## src/rtl/restoring_divider_32_bit.sv

```systemverilog
// Sequential 32-bit unsigned restoring divider; one quotient bit per clock using an
// external binary_subtractor_32_bit for the trial subtraction.
module restoring_divider_32_bit #(
    parameter int unsigned WIDTH = 32,
    parameter int unsigned CNT_W = 5
) (
    input  logic             clk,
    input  logic             rst,
    input  logic             start,
    input  logic [WIDTH-1:0] dividend,
    input  logic [WIDTH-1:0] divisor,
    output logic             busy,
    output logic             done,
    output logic             div_by_zero,
    output logic [WIDTH-1:0] quotient,
    output logic [WIDTH-1:0] remainder,
    output logic [WIDTH-1:0] sub_a,
    output logic [WIDTH-1:0] sub_b,
    output logic             sub_cin,
    input  logic [WIDTH-1:0] sub_s,
    input  logic             sub_cout
);

    typedef enum logic [1:0] {StIdle, StCalc, StDone} state_e;

    state_e             state_q, state_d;
    logic [CNT_W-1:0]   cnt_q, cnt_d;
    logic [WIDTH-1:0]   rem_q, rem_d;
    logic [WIDTH-1:0]   quo_q, quo_d;
    logic [WIDTH-1:0]   dvs_q, dvs_d;
    logic [WIDTH-1:0]   quotient_q, quotient_d;
    logic [WIDTH-1:0]   remainder_q, remainder_d;
    logic               dbz_q, dbz_d;
    logic [WIDTH-1:0]   partial;
    logic               qbit;

    assign partial = {rem_q[WIDTH-2:0], quo_q[WIDTH-1]};
    // A set R[31] means the shifted remainder overflowed 32 bits, so it must exceed D.
    assign qbit    = sub_cout | rem_q[WIDTH-1];

    always_comb begin
        state_d     = state_q;
        cnt_d       = cnt_q;
        rem_d       = rem_q;
        quo_d       = quo_q;
        dvs_d       = dvs_q;
        quotient_d  = quotient_q;
        remainder_d = remainder_q;
        dbz_d       = dbz_q;
        sub_a       = '0;
        sub_b       = '0;
        unique case (state_q)
            StIdle: begin
                if (start) begin
                    dvs_d = divisor;
                    quo_d = dividend;
                    rem_d = '0;
                    cnt_d = '0;
                    if (divisor == '0) begin
                        state_d     = StDone;
                        quotient_d  = '1;
                        remainder_d = dividend;
                        dbz_d       = 1'b1;
                    end else begin
                        state_d = StCalc;
                    end
                end
            end
            StCalc: begin
                sub_a = partial;
                sub_b = dvs_q;
                rem_d = qbit ? sub_s : partial;
                quo_d = {quo_q[WIDTH-2:0], qbit};
                cnt_d = cnt_q + CNT_W'(1);
                if (cnt_q == CNT_W'(WIDTH - 1)) begin
                    state_d     = StDone;
                    quotient_d  = quo_d;
                    remainder_d = rem_d;
                    dbz_d       = 1'b0;
                end
            end
            StDone: state_d = StIdle;
            default: state_d = StIdle;
        endcase
    end

    always_ff @(posedge clk) begin
        if (rst) begin
            state_q     <= StIdle;
            cnt_q       <= '0;
            rem_q       <= '0;
            quo_q       <= '0;
            dvs_q       <= '0;
            quotient_q  <= '0;
            remainder_q <= '0;
            dbz_q       <= 1'b0;
        end else begin
            state_q     <= state_d;
            cnt_q       <= cnt_d;
            rem_q       <= rem_d;
            quo_q       <= quo_d;
            dvs_q       <= dvs_d;
            quotient_q  <= quotient_d;
            remainder_q <= remainder_d;
            dbz_q       <= dbz_d;
        end
    end

    assign busy        = (state_q == StCalc);
    assign done        = (state_q == StDone);
    assign div_by_zero = dbz_q;
    assign quotient    = quotient_q;
    assign remainder   = remainder_q;
    assign sub_cin     = 1'b1;

endmodule

```

## config.mk

```make
export PLATFORM = sky130hd
export DESIGN_NAME = restoring_divider_32_bit
export DESIGN_NICKNAME = d
export VERILOG_FILES = /design/src/rtl/restoring_divider_32_bit.sv
export SDC_FILE = /design/constraint.sdc
export NUM_CORES = 1
export LEC_CHECK = 0
export CAP_MARGIN = 30
export CORE_UTILIZATION = 63
export DETAILED_ROUTE_END_ITERATION = 12
export DONT_BUFFER_PORTS = 1
export PLACE_DENSITY_LB_ADDON = 0.3
export SLEW_MARGIN = 20
export SYNTH_ARGS = -nofsm -noshare
export SYNTH_HDL_FRONTEND = slang
export SYNTH_SLANG_ARGS = --single-unit
export TNS_END_PERCENT = 30
```

## constraint.sdc

```tcl
create_clock -name clk -period 2.8 [get_ports clk]
set_input_delay 0.56 -clock clk [delete_from_list [all_inputs] [get_ports clk]]
set_output_delay 0.56 -clock clk [all_outputs]
set_load 0.01 [all_outputs]
```

==> impl_results.md <==
* Fin crit share at 0.9174
* Post_cts resized at 0
* Setup crit end kind: output port
* Vias in the first global route at approximately 5,500
* Adder-Cell Fraction of Synth Area at 0.003405
* Synth area leaders: dfxtp_1 46%, nand2_1 6.8%, and2_1 5.6%, nor2_1 4.8%, a21oi_1 4.7%
* Fmax at between 300 and 400 MHz
* Worst-margin pin slew at 0.9648 ns
* Port Buf Inserts at 0
* Inserted Clock Buffers at 17
* GR Overflow Total at 0
* Data arrival, critical path at roughly 2.0 ns
* Worst-skew pair later-pin latency at around 0.42 ns
* Core Area at about 0.011 sq mm
* Critical Path RT at approximately 2.2 ns
* Hold-fix buffers, CTS at 0
* Register area share after synthesis at 0.4577
* Cell taking the most area after synthesis: dfxtp_1
* Slew HR at 0.3568
* Postcts setup bufs at 0
* Worst VDD drop at between 0.4 and 0.5 mV
* FP Rows at 39
* # nets final at 894
* Slowest-stage cell, CP: dfxtp_1
* GPL Wtd Cong at roughly 0.77
* Synth Area in Simple Gates at 0.2198
* All-Layer GR Usage at 0.3116
* CTS sink count at between 150 and 200
* Final setup vio count at 0
* Leakage power figure at approximately 3 nW
* First-pass GRT wire length at between 20 and 30 mm
* Fin. Hold Viols at 0
* Final Cell Area at between 0.007 and 0.008 sq mm
* Syn nets at roughly 940
* Drt pass-1 iters at 6
* Synth top area share at 0.4577
* Area delta synth->final at 7.611%
* Yosys warning count at 0
* Initial antenna violation count at 0
* Clock slew at the register clock pins of the worst setup and hold paths at 0.06 ns
* Layout cell share with drive strength beyond 1 at 0.08447
* DRC viols at 0
* CTS root buf: clkbuf_16
* I/O pins at around 230
* Placement Cell Area at 0.007331 sq mm
* Max-slew violations at 0
* Initial DRC count at 721
* Worst Skew at between 0.01 and 0.015 ns
* Max H-tree Level at 4
* Number of distinct library cells after synthesis at slightly above 40
* Largest net degree at the start of global routing at around 130
* Die width at about 110 um
* Yosys reg bits at 168
* Largest buffer count on any clock path at 2
* TritonCTS clock tree: yes
* Post-synth EDFFs at 0
* Multiplexer area fraction after synthesis at 0.04870
* Critical path's largest stage delay at 0.44 ns
* Avg Cell Area, Syn at 8.727 sq um
* Largest family of logic cells by synthesized area: simple AND/OR/NAND/NOR gates
* Via count at about 6,000
* CP Launch Type: flip-flop
* Die area at between 0.01 and 0.015 sq mm
* Post-synthesis compound-gate area fraction at 0.2166
* Vias/cell at around 6.5
* Async set-reset flop share out of synthesis at 0
* FILL cells at roughly 860
* Worst-path cell chain: nand2b_4 -> clkinv_2 -> buf_12 -> and2_1
* Post-DP HPWL at between 10 and 15 mm
* RSZ-0062 raised after global routing: no
* Diode count at 0
* Initial core utilization at 0.6463
* Most used flip-flop cell after synthesis: dfxtp_1
* Final min period at 2.569 ns
* CP Max Fanout at 50
* Setup TNS at 0 ns
* Final Util at 0.6955
* Antenna-violating nets left at 0
* Synth Cell Area at ~0.0073 sq mm
* Pwr dens at about 670 mW/mm^2
* Post-Synth XOR/XNOR Area at 0.001192
* Crit Path Class: reg -> out
* Final WL at about 19 mm
* Outcome: finished, final reports clean
* Cells after Synth at 842
* WL/cell at about 20 um
* Die Span Y at ~110 um
* Hold Path Class: in -> reg
* Max Cap Viol at 0
-- cell usage in the layout, fill, tap and decap left out, drive strengths merged, types with 2 or more instances in the layout --
master / Yosys / final
a211oi: 2 / 2
a21oi: 69 / 69
a311oi: 31 / 31
a31oi: 3 / 3
a32o: 32 / 32
and2: 66 / 66
and3: 29 / 29
and4: 2 / 2
buf: 27 / 12
bufinv: 0 / 2
clkbuf: 54 / 19
clkinv: 0 / 6
clkinvlp: 0 / 6
dfxtp: 168 / 168
ha: 2 / 2
mux2: 6 / 6
mux2i: 29 / 29
nand2: 133 / 133
nand2b: 2 / 2
nand3: 5 / 5
nand3b: 2 / 2
nand4: 3 / 3
nor2: 95 / 95
nor4: 8 / 8
o21a: 29 / 29
o21ai: 2 / 2
o221a: 31 / 31
-- critical path, delay by kind of cell (launching register included) --
kind	cells	cell delay, ns
buffers and inverters	2	0.70
DFF	1	0.44
and+or+nand+nor	2	0.42
-- Yosys cell counts, drive strengths merged, types with 3 or more instances --
| library cell | count |
|---|---|
| a21oi | 69 |
| a311oi | 31 |
| a31oi | 3 |
| a32o | 32 |
| and2 | 66 |
| and3 | 29 |
| buf | 27 |
| clkbuf | 54 |
| dfxtp | 168 |
| mux2 | 6 |
| mux2i | 29 |
| nand2 | 133 |
| nand3 | 5 |
| nand4 | 3 |
| nor2 | 95 |
| nor4 | 8 |
| o21a | 29 |
| o221a | 31 |
-- area by class of cell --
cell class                      instances  area, sq um  area share
Clock buffer                           19        442.9     0.05601
Clock inverter                         13        130.1     0.01646
Inverter                                2        8.758    0.001108
Multi-Input combinational cell        591         3652      0.4619
Sequential cell                       168         3363      0.4253
Tap cell                              143        178.9     0.02263
Timing Repair Buffer                   12        131.4     0.01661
-- metal layers --
metal / vias to the layer above / global-route usage / part of all wire
met5: - / 0 / 0
met3: 42 / 0.1117 / 0.11
met1: 2895 / 0.4081 / 0.42
met4: 0 / 0.1181 / 0.018
met2: 298 / 0.4692 / 0.45
li1: 2881 / - / -
-- cell families (layout without fill, tap and decap cells) --
family / after synthesis / after routing
AO/OA/AOI/OAI: 204 / 204
buffers and inverters: 83 / 46
AND/OR/NAND/NOR: 348 / 348
other: 1 / 1
flip-flops: 168 / 168
multiplexers: 35 / 35
XOR/XNOR: 1 / 1
adder cells (fa/ha/maj): 2 / 2
-- state kept, by name (all words and copies together), names as in the netlist --
name,flops
remainder,32
state_q,2
cnt_q,5
quotient,32
quo_q,32
div_by_zero,1
rem_q,32
dvs_q,32
-- power by group --
group | internal [W] | total [W] | switching (W) | leakage, nW
Sequential | 0.00249 | 0.00255 | 0.0000691 | 1.37
Clock | 0.00133 | 0.00225 | 0.000925 | 0.267
Combinational | 0.000174 | 0.000503 | 0.000329 | 1.45
Total | 0.00399 | 0.00531 | 0.00132 | 3.08
-- worst paths after layout --
check	cells after the start	slack [ns]	from	end
worst max-delay path	4	0.23	state_q[1]$_SDFFE_PP0P_	sub_a[8]
worst min register to register	2	0.44	dvs_q[23]$_SDFFE_PP0P_	dvs_q[23]$_SDFFE_PP0P_
worst min-delay path	1	0.21	rst	quo_q[19]$_SDFFE_PP0P_
worst max register to register	7	0.53	cnt_q[0]$_SDFFE_PP0P_	remainder[17]$_SDFFE_PP0P_
-- metrics by stage --
stage	cells	power [W]	setup slack, ns	hold WS [ns]
after CTS	948	0.005330	0.2278	0.1980
after global placement	916	0.003072	0.5600	0.4320
final	948	0.005309	0.2312	0.2066
after detailed placement	916	0.003101	0.5483	0.4370
after floorplan	842	0.002998	0.8133	0.4317
after global routing	948	0.005505	0.06632	0.1914
Note: power is estimated with default switching activity, not from simulation.
